File: src/rtl/calc_if.sv
// Key buses from the keypad decoder and the result/status signals sent to the display stage.
interface calc_if #(
  parameter int W = 28
);
  logic [4:0]          numberKey;
  logic [4:0]          operatorKey;
  logic [4:0]          equalKey;
  logic [4:0]          clearKey;
  logic [4:0]          resetKey;
  logic signed [W-1:0] display;
  logic [1:0]          op_pending;
  logic                busy;
  logic                error;

  modport master (
    output numberKey, operatorKey, equalKey, clearKey, resetKey,
    input  display, op_pending, busy, error
  );

  modport slave (
    input  numberKey, operatorKey, equalKey, clearKey, resetKey,
    output display, op_pending, busy, error
  );
endinterface

File: src/rtl/calc_controller.sv
// Keypad calculator sequencer: synchronizes and edge-detects key presses, builds decimal
// operands and runs add/sub or shift-add multiply on a shared accumulator.
module calc_controller #(
  parameter int DIGITS = 4,
  parameter int W      = 28
) (
  input  logic  newClock,
  input  logic  reset,
  calc_if.slave bus
);
  localparam int CW = $clog2(DIGITS + 1);
  localparam int MW = $clog2(W);
  localparam logic [1:0] OP_NONE = 2'b00;
  localparam logic [1:0] OP_ADD  = 2'b01;
  localparam logic [1:0] OP_SUB  = 2'b10;
  localparam logic [1:0] OP_MUL  = 2'b11;

  typedef enum logic [2:0] {ENTER_A, ENTER_B, COMPUTE, DONE, ERROR} state_t;
  state_t state_q, state_d;

  logic [24:0]           raw, sync_p0, sync_p1;
  logic [4:0]            en_p1, en_prev_p1, rise;
  logic [4:0]            ev_p2;
  logic [3:0]            num_p2, opc_p2;
  logic                  ev_rst, ev_clr, ev_eq, ev_op, ev_num;
  logic [1:0]            op_dec;
  logic signed [W-1:0]   a_q, b_q, acc_q, disp_q;
  logic signed [W-1:0]   a_next, b_next, digit_w, mul_res, res;
  logic [1:0]            op_q;
  logic [CW-1:0]         cnt_q;
  logic [2*W-1:0]        mcand_q, prod_q, prod_nxt;
  logic [W-1:0]          mplier_q;
  logic [MW-1:0]         mul_cnt_q;
  logic                  mul_ovf_q, mul_ovf_nxt, neg_q, mul_last;
  logic                  done_now, res_ok, cnt_room;
  logic signed [W:0]     a_x, b_x, sum_x;
  logic                  unused_codes;

  function automatic logic [4:0] one_hot_prio(input logic [4:0] r);
    if (r[4])      return 5'b10000;
    else if (r[3]) return 5'b01000;
    else if (r[2]) return 5'b00100;
    else if (r[1]) return 5'b00010;
    else if (r[0]) return 5'b00001;
    else           return 5'b00000;
  endfunction

  function automatic logic [1:0] decode_op(input logic [3:0] c);
    case (c)
      4'hF:    return OP_ADD;
      4'hE:    return OP_SUB;
      4'hD:    return OP_MUL;
      default: return OP_NONE;
    endcase
  endfunction

  function automatic logic signed [W-1:0] append_digit(input logic signed [W-1:0] v,
                                                       input logic [3:0] d);
    return v * W'(10) + $signed({{(W-4){1'b0}}, d});
  endfunction

  function automatic logic [W-1:0] magnitude(input logic signed [W-1:0] v);
    return v[W-1] ? $unsigned(-v) : $unsigned(v);
  endfunction

  function automatic logic fits_w(input logic signed [W:0] v);
    return v[W] == v[W-1];
  endfunction

  assign raw = {bus.resetKey, bus.clearKey, bus.equalKey, bus.operatorKey, bus.numberKey};
  assign en_p1 = {sync_p1[24], sync_p1[19], sync_p1[14], sync_p1[9], sync_p1[4]};
  assign rise  = en_p1 & ~en_prev_p1;
  assign unused_codes = ^{sync_p1[23:20], sync_p1[18:15], sync_p1[13:10]};

  // Stage p0/p1: two-flop synchronizer; stage p2: rising-edge events, priority resolved
  always_ff @(posedge newClock) begin
    if (reset) begin
      sync_p0    <= '0;
      sync_p1    <= '0;
      en_prev_p1 <= '0;
      ev_p2      <= '0;
      num_p2     <= '0;
      opc_p2     <= '0;
    end else begin
      sync_p0    <= raw;
      sync_p1    <= sync_p0;
      en_prev_p1 <= en_p1;
      ev_p2      <= one_hot_prio(rise);
      num_p2     <= sync_p1[3:0];
      opc_p2     <= sync_p1[8:5];
    end
  end

  assign op_dec  = decode_op(opc_p2);
  assign ev_rst  = ev_p2[4];
  assign ev_clr  = ev_p2[3];
  assign ev_eq   = ev_p2[2];
  assign ev_op   = ev_p2[1] && (op_dec != OP_NONE);
  assign ev_num  = ev_p2[0] && (num_p2 <= 4'd9);
  assign digit_w = $signed({{(W-4){1'b0}}, num_p2});
  assign a_next  = append_digit(a_q, num_p2);
  assign b_next  = append_digit(b_q, num_p2);
  assign cnt_room = cnt_q < CW'(DIGITS);

  assign a_x   = {a_q[W-1], a_q};
  assign b_x   = {b_q[W-1], b_q};
  assign sum_x = (op_q == OP_SUB) ? a_x - b_x : a_x + b_x;

  // Magnitude shift-add: any partial sum reaching bit W-1 is an overflow
  assign prod_nxt    = prod_q + (mplier_q[0] ? mcand_q : '0);
  assign mul_ovf_nxt = mul_ovf_q | (|prod_nxt[2*W-1:W-1]);
  assign mul_last    = (mul_cnt_q == MW'(W-2));
  assign mul_res     = neg_q ? -$signed(prod_nxt[W-1:0]) : $signed(prod_nxt[W-1:0]);

  assign done_now = (op_q != OP_MUL) || mul_last;
  assign res      = (op_q == OP_MUL) ? mul_res : sum_x[W-1:0];
  assign res_ok   = (op_q == OP_MUL) ? !mul_ovf_nxt : fits_w(sum_x);

  always_ff @(posedge newClock) begin
    if (reset) state_q <= ENTER_A;
    else       state_q <= state_d;
  end

  always_comb begin
    state_d = state_q;
    if (ev_rst) begin
      state_d = ENTER_A;
    end else begin
      case (state_q)
        ENTER_A: if (ev_op) state_d = ENTER_B;
        ENTER_B: if (ev_eq) state_d = COMPUTE;
        COMPUTE: if (done_now) state_d = res_ok ? DONE : ERROR;
        DONE: begin
          if (ev_clr || ev_num) state_d = ENTER_A;
          else if (ev_op)       state_d = ENTER_B;
        end
        ERROR:   state_d = ERROR;
        default: state_d = ENTER_A;
      endcase
    end
  end

  // Stage p3: operand entry and arithmetic; clearKey in DONE acts as all-clear
  always_ff @(posedge newClock) begin
    if (reset || ev_rst || (state_q == DONE && ev_clr)) begin
      a_q       <= '0;
      b_q       <= '0;
      acc_q     <= '0;
      op_q      <= OP_NONE;
      cnt_q     <= '0;
      disp_q    <= '0;
      mcand_q   <= '0;
      mplier_q  <= '0;
      prod_q    <= '0;
      mul_cnt_q <= '0;
      mul_ovf_q <= 1'b0;
      neg_q     <= 1'b0;
    end else begin
      case (state_q)
        ENTER_A: begin
          if (ev_clr) begin
            a_q    <= '0;
            cnt_q  <= '0;
            disp_q <= '0;
          end else if (ev_num && cnt_room) begin
            a_q    <= a_next;
            cnt_q  <= cnt_q + CW'(1);
            disp_q <= a_next;
          end else if (ev_op) begin
            op_q  <= op_dec;
            cnt_q <= '0;
            b_q   <= '0;
          end
        end
        ENTER_B: begin
          if (ev_clr) begin
            b_q    <= '0;
            cnt_q  <= '0;
            disp_q <= '0;
          end else if (ev_eq) begin
            mcand_q   <= {{W{1'b0}}, magnitude(a_q)};
            mplier_q  <= magnitude(b_q);
            prod_q    <= '0;
            mul_cnt_q <= '0;
            mul_ovf_q <= 1'b0;
            neg_q     <= a_q[W-1] ^ b_q[W-1];
          end else if (ev_op) begin
            if (cnt_q == '0) op_q <= op_dec;
          end else if (ev_num && cnt_room) begin
            b_q    <= b_next;
            cnt_q  <= cnt_q + CW'(1);
            disp_q <= b_next;
          end
        end
        COMPUTE: begin
          prod_q    <= prod_nxt;
          mcand_q   <= mcand_q << 1;
          mplier_q  <= mplier_q >> 1;
          mul_cnt_q <= mul_cnt_q + MW'(1);
          mul_ovf_q <= mul_ovf_nxt;
          if (done_now) begin
            if (res_ok) begin
              acc_q  <= res;
              a_q    <= res;
              disp_q <= res;
              op_q   <= OP_NONE;
              cnt_q  <= '0;
            end else begin
              disp_q <= '0;
            end
          end
        end
        DONE: begin
          if (ev_num) begin
            a_q    <= digit_w;
            cnt_q  <= CW'(1);
            disp_q <= digit_w;
          end else if (ev_op) begin
            op_q  <= op_dec;
            cnt_q <= '0;
            b_q   <= '0;
          end
        end
        ERROR:   disp_q <= '0;
        default: disp_q <= '0;
      endcase
    end
  end

  assign bus.display    = disp_q;
  assign bus.op_pending = op_q;
  assign bus.busy       = (state_q == COMPUTE);
  assign bus.error      = (state_q == ERROR);
endmodule

File: src/flat_wrapper.sv
// flat-port wrapper written by rule: the top's interface ports become plain ports
module calc_controller_flat 
#(
  parameter int DIGITS = 4,
  parameter int W      = 28
)
  (newClock, reset, bus_numberKey, bus_operatorKey, bus_equalKey, bus_clearKey, bus_resetKey, bus_display, bus_op_pending, bus_busy, bus_error);
  calc_if #(.W(W)) bus_i ();
  input  logic newClock;
  input  logic reset;
  input wire logic [$bits(bus_i.numberKey)-1:0] bus_numberKey;
  input wire logic [$bits(bus_i.operatorKey)-1:0] bus_operatorKey;
  input wire logic [$bits(bus_i.equalKey)-1:0] bus_equalKey;
  input wire logic [$bits(bus_i.clearKey)-1:0] bus_clearKey;
  input wire logic [$bits(bus_i.resetKey)-1:0] bus_resetKey;
  output wire logic [$bits(bus_i.display)-1:0] bus_display;
  output wire logic [$bits(bus_i.op_pending)-1:0] bus_op_pending;
  output wire logic [$bits(bus_i.busy)-1:0] bus_busy;
  output wire logic [$bits(bus_i.error)-1:0] bus_error;
  assign bus_i.numberKey = bus_numberKey;
  assign bus_i.operatorKey = bus_operatorKey;
  assign bus_i.equalKey = bus_equalKey;
  assign bus_i.clearKey = bus_clearKey;
  assign bus_i.resetKey = bus_resetKey;
  assign bus_display = bus_i.display;
  assign bus_op_pending = bus_i.op_pending;
  assign bus_busy = bus_i.busy;
  assign bus_error = bus_i.error;
  calc_controller #(.DIGITS(DIGITS), .W(W)) u_core (.newClock(newClock), .reset(reset), .bus(bus_i));
endmodule
File: config.mk
export PLATFORM = sky130hd
export DESIGN_NAME = calc_controller_flat
export DESIGN_NICKNAME = d
export VERILOG_FILES = /design/src/rtl/calc_if.sv /design/src/rtl/calc_controller.sv /design/src/flat_wrapper.sv
export SDC_FILE = /design/constraint.sdc
export NUM_CORES = 1
export LEC_CHECK = 0
export CELL_PAD_IN_SITES_DETAIL_PLACEMENT = 1
export CELL_PAD_IN_SITES_GLOBAL_PLACEMENT = 1
export CORE_UTILIZATION = 48
export DETAILED_ROUTE_END_ITERATION = 10
export GPL_TIMING_DRIVEN = 0
export PLACE_DENSITY = 0.83
export SYNTH_ARGS = -nofsm -noshare
export SYNTH_HDL_FRONTEND = slang
export SYNTH_SLANG_ARGS = --single-unit
File: constraint.sdc
create_clock -name newClock -period 7.7 [get_ports newClock]
set_clock_uncertainty 0.1 [all_clocks]
set_input_delay 1.155 -clock newClock [delete_from_list [all_inputs] [get_ports newClock]]
set_output_delay 1.155 -clock newClock [all_outputs]
set_load 0.01 [all_outputs]
# After elaboration in Yosys (flattened, before gate mapping)
# Index checks and enable logic that the tools add are counted.
[op_classes] muxes=74 eq_ne=27 n_reduce_logical=30 magnitude_cmp=2 mul=2 add_sub_neg=10 bitwise_logic=5
[op_table] cell="2-to-1 mux 28 bit" count=21
[op_table] cell="2-to-1 mux 56 bit" count=5
[op_table] cell="case mux 56 bit (2 select lines)" count=2
[op_table] cell="case mux 28 bit (3 select lines)" count=2
[op_table] cell="case mux 28 bit (4 select lines)" count=1
[op_table] cell="negation 28 bit" count=3
[op_table] cell="adder 28 x 5 -> 28 bit" count=2
[op_table] cell="adder 56 bit" count=1
[op_table] cell="multiplier 28 x 4 -> 27 bit (second input constant)" count=2
[op_table] cell="case mux 28 bit (2 select lines)" count=1
[op_table] cell="2-to-1 mux 3 bit" count=15
[op_table] cell="2-to-1 mux 5 bit" count=6
[op_table] cell="adder 28 x 28 -> 29 bit" count=1
[op_table] cell="2-to-1 mux 29 bit" count=1
[op_table] cell="OR reduction 29 bit" count=1
[op_table] cell="subtractor 28 x 28 -> 29 bit" count=1
[op_table] cell="2-to-1 mux 2 bit" count=10
[op_table] cell="case mux 3 bit (5 select lines)" count=1
[op_table] cell="equality test 4 bit (second input constant)" count=3
[op_table] cell="!= test 2 x 1 -> 1 bit (second input constant)" count=6
[op_table] cell="!= test 2 bit (second input constant)" count=6
[op_table] cell="case mux 3 bit (4 select lines)" count=1
[op_table] cell="AND reduction 6 bit" count=2
[op_table] cell="case mux 5 bit (2 select lines)" count=1
[op_table] cell="other kinds (37)" count=55
[totals] output_inout_bits=32 input_bits=27 regBits=307 wordCells=172

# Depth between registers and ports, before layout
[logic_depth] word_depth=9 ltp_mapped=26 mapped_depth_nobuf=23

# Worst setup path before layout
# No wires, ideal clock.
[synth_path] path_type="register -> register" from="register u_core.b_q[2]" to="register u_core.disp_q[14], in the netlist u_core.bus.display[14]" slack_ns=2.264 path_stages_with_launch=25 t_required_ns=7.472 arrival_time_ns=5.208 period_less_slack_ns=5.436 setup_time_ns=0.128 path_buffers=3 cell_sequence="dfxtp_1 > clkbuf_1 > nor3_1 > nand3_1 > or3_1 > or2_1 > nor2_1 > nand3_1 > or3_1 > or2_2 > o21ai_0 > xor2_1 > ha_1 > a21o_1 > a21o_1 > a21oi_1 > o21ai_1 > nor3b_2 > nor4_4 > xnor2_1 > a22o_4 > buf_2 > buf_2 > a221oi_1 > o21ai_1"
[synth_between] elab_chain_cells=7 word_cells_on_any_way=15 classes_between="3 x add/sub; 1 x mul; 1 x eq/ne; 10 x mux"
[synth_rtl] element="start: declaration" line_no="calc_controller.sv:27" source="logic signed [W-1:0] a_q, b_q, acc_q, disp_q;"
[synth_rtl] element="start signal: assignment" line_no="calc_controller.sv:190" source="b_q <= b_next;"
[synth_rtl] element="multiplier 28 x 4 -> 27 bit (tied with other cells)" line_no="calc_controller.sv:59" source="return v * W'(10) + $signed({{(W-4){1'b0}}, d});"
[synth_rtl] element="adder 28 x 5 -> 28 bit / 2-to-1 mux 29 bit (equally long branches)" line_no="calc_controller.sv:59, calc_controller.sv:107"
[synth_rtl] element="2-to-1 mux 28 bit / equality test 1 bit (equally long branches)" line_no="calc_controller.sv:189, calc_controller.sv:67"
[synth_rtl] element="2-to-1 mux 28 bit / 2-to-1 mux 1 bit (equally long branches)" line_no="calc_controller.sv:187, calc_controller.sv:117"
[synth_rtl] element="2-to-1 mux 28 bit, on equally long branches" line_no="calc_controller.sv:180, calc_controller.sv:202"
[synth_rtl] element="2-to-1 mux 28 bit, on equally long branches" line_no="calc_controller.sv:176, calc_controller.sv:201"
[synth_rtl] element="case mux 28 bit (4 select lines) *" line_no="calc_controller.sv:159" source="case (state_q)"
[synth_rtl] element="end signal: assignment" line_no="calc_controller.sv:168" source="disp_q <= a_next;"
[synth_rtl] element="end signal: assignment" line_no="calc_controller.sv:192" source="disp_q <= b_next;"
[synth_rtl] element="end signal: assignment" line_no="calc_controller.sv:205" source="disp_q <= res;"
[synth_rtl] element="end: declaration" line_no="calc_controller.sv:27"
# Every way passes the cells marked *; elsewhere a longest branch is shown, timed or not. The select of a mux whose other input is x is not followed.
# A chain may end at the register's enable or synchronous reset.

# Worst setup path after layout
[layout_path] from="register u_core.b_q[2]" to="register u_core.disp_q[18], in the netlist u_core.bus.display[18]"
# Same word-level chain as after synthesis.

==> results by group <==
Global route
  – Global-route wire length before repair: 143 mm
  – Initial antenna violation count: 0
  – Total gr overflow: 0
  – Largest net degree at the start of global routing: 16
  – GRT Util Overall: 37.1%
  – Vias in the first global route: 25,000

Timing
  – Setup violations, final: 0
  – Slew Limit Fails: 0
  – Fin crit share: 88.7%
  – Pin slew with the least headroom to its limit: 1390 ps
  – FMAX: 0.146 GHz
  – Worst Setup Slack, final: 874 ps
  – Fin Setup TNS: 0 ps
  – Final Hold Fails: 0
  – Period minus WS final: 6830 ps
  – RSZ-0062 raised after global routing: no
  – Slew headroom: 6.28%

Critical path
  – Startpoint types: flop
  – Critical Path RT: 8020 ps
  – WP buf/inv: 3
  – Max incr delay on CP: 600 ps
  – CP delay by family, top: compound AO/OA/AOI/OAI gates
  – Crit path cell chain: clkbuf_1 -> nor3_1 -> nand3_1 -> or3_1 -> o31ai_1 -> xor2_1 -> ha_1 -> a21o_1 -> a211oi_1 -> o21bai_1 -> a221o_1 -> a41oi_2 -> o21ai_1 -> nor3b_2 -> nor4_4 -> xnor2_1 -> a22o_4 -> buf_2 -> buf_2 -> a221oi_1 -> o21ai_1
  – Worst Setup End Kind: flop
  – CP Data Arrival Time: 7150 ps
  – Worst-path fanout max: 10
  – WS Path Type: flop to flop
  – R2R setup slack: 870 ps
  – CP max-delay cell: xor2_1

Routing
  – Via/cell ratio: 6.40
  – Final ANT Viol Nets: 0
  – Post-route DRC violation count: 0
  – Via count: 24,300
  – Final WL: 93.0 mm
  – Initial DRC count: 1,642
  – Drt pass-1 iters: 7
  – WL/cell: 24.6 um

Synthesis
  – Net count after synthesis: 3,291
  – Flops & latches, synth: 283
  – Synthesized area: 23,300 um2
  – Syn avg cell area: 7.60 um2
  – Synth Warn #: 0
  – Main synth FF type: dfxtp_1
  – Sequential share of the synthesized area: 24.3%
  – Post-synth EDFFs: 0
  – Synth Instances: 3,067
  – Post-synthesis cell type count: 99
  – Ys async rst share: 0%

Final layout
  – Layout cells sized above 1: 4.00%
  – Final core occ: 53.6%
  – Commonest non-fill, non-tap cells in the layout: nor2_1, dfxtp_1, a21oi_1, nand2_1, ha_1
  – Area Overhead vs Synth: 10.1%
  – FILL cells: 6,013
  – Nets: 3,373
  – Most common cell after layout, fill and taps aside: nor2_1
  – Number of diodes: 0

Clock tree
  – # Post-CTS Setup Buffers: 0
  – Clk slew on worst S/H paths: 70 ps
  – CTS Buffer Depth: 3
  – Root buffer cell: clkbuf_16
  – H-tree depth: 2
  – CTS Buf Count: 34
  – Hold buffer count at CTS: 0
  – Sink Count: 283
  – Skew-Pair Late Insertion Delay: 560 ps
  – CTS tree: built
  – Post-CTS sizing: 0

Die
  – Core area: 47,800 um2
  – Die X: 222 um
  – Starting Density: 48.7%
  – # rows: 80
  – Die H: 222 um
  – Die ar.: 49,400 um2
  – I/O pins: 59

Placement
  – Port buffer count: 46
  – GP Congestion: 1.02
  – Place WS: 1030 ps
  – Final HPWL DP: 73.8 mm

Pwr
  – Leakage: 10.5 nW
  – P per Cell Area: 127 nW/um2
  – Worst VDD drop: 160 uV

Outcome
  – Status: finished, final reports clean

Hold path
  – HP Class: flop to flop

Run
  – Max cap viols: 0
## worst register-to-register path: cells and delay by family, from the launching register on
| family | cells | cell delay (ps) |
|---|---|---|
| AOI/OAI and AO/OA | 10 | 2700 |
| xor gates and xnor gates | 2 | 710 |
| adders and majority gates | 1 | 420 |
| buffers and inverters | 3 | 710 |
| DFF | 1 | 350 |
| and+or+nand+nor | 5 | 1690 |
## routing by layer
layer  vias to the layer above  wire (um)  GRT usage (%)
met1                     12000      38400           44.6
met4                         0       5530           21.1
met5                         -          0              0
li1                      11300          -              -
met2                       758      44400           64.4
met3                       218       4710           3.83
## through the flow
| step | cells | cell area, um2 | hold WS [ps] | total power, W |
|---|---|---|---|---|
| floorplan | 3067 | 23300 | 300 | 0.00158 |
| global placement | 3728 | 24500 | 312 | 0.00162 |
| detailed placement | 3728 | 24500 | 316 | 0.00162 |
| CTS | 3788 | 25700 | 346 | 0.00326 |
| global route | 3788 | 25700 | 352 | 0.00333 |
| finish | 3788 | 25700 | 343 | 0.00325 |
## final cells by class
| type | count | area, um2 | area share (%) |
|---|---|---|---|
| inverters | 45 | 169 | 0.658 |
| plain buffers | 174 | 703 | 2.74 |
| clock inverters | 14 | 160 | 0.624 |
| clock buffers | 46 | 966 | 3.77 |
| well taps | 615 | 769 | 3.00 |
| repair buffers | 46 | 460 | 1.79 |
| multi-input cells | 2565 | 16800 | 65.3 |
| flip-flops and latches | 283 | 5670 | 22.1 |
## synthesized netlist by cell type, drive strengths merged, types with 29 or more instances
master | instances | area, um2
a21o | 74 | 556
nand3 | 51 | 255
inv | 45 | 169
ha | 191 | 2390
o31ai | 32 | 240
nor3 | 75 | 385
o21a | 29 | 218
a22oi | 77 | 578
o21ai | 177 | 893
a21oi | 278 | 1410
a211oi | 84 | 636
clkbuf | 148 | 557
xor2 | 144 | 1260
or3 | 31 | 194
nand2 | 260 | 976
nor2b | 58 | 363
and2 | 74 | 463
mux2i | 31 | 310
nor2 | 421 | 1580
xnor2 | 105 | 920
nand4 | 36 | 240
dfxtp | 283 | 5670
## registers in the layout (all words and copies together), names as in the netlist, 13 cells and up
| signal | count |
|---|---|
| u_core.sync_p1 | 13 |
| u_core.a_q | 28 |
| u_core.sync_p0 | 13 |
| u_core.mcand_q | 56 |
| u_core.mplier_q | 28 |
| u_core.bus.display | 28 |
| u_core.b_q | 28 |
| u_core.prod_q | 56 |
## power by group
group	internal [W]	switching [W]
Clock	0.000960	0.000700
Combinational	0.0000349	0.0000779
Sequential	0.00147	0.00000640
Total	0.00247	0.000784
## logic make-up (layout without fill, tap and decap cells)
family | Yosys count | in the layout | share of synthesized area, %
simple gates | 1137 | 1137 | 23.3
compound gates | 946 | 946 | 26.9
flops | 283 | 283 | 24.3
xor+xnor | 249 | 249 | 9.36
buf+inv | 219 | 325 | 3.74
fa+ha+maj | 197 | 197 | 10.8
mux | 36 | 36 | 1.57
## worst paths after layout
path	start	endpoint	cells after the start
setup / recovery	u_core.b_q[2]	u_core.bus.display[18]	21
hold / removal	u_core.ev_p2[4]	u_core.state_q[2]	1
setup reg to reg	u_core.b_q[2]	u_core.bus.display[18]	21
hold reg to reg	u_core.ev_p2[4]	u_core.state_q[2]	1
Power figures use the tool's default switching activity.
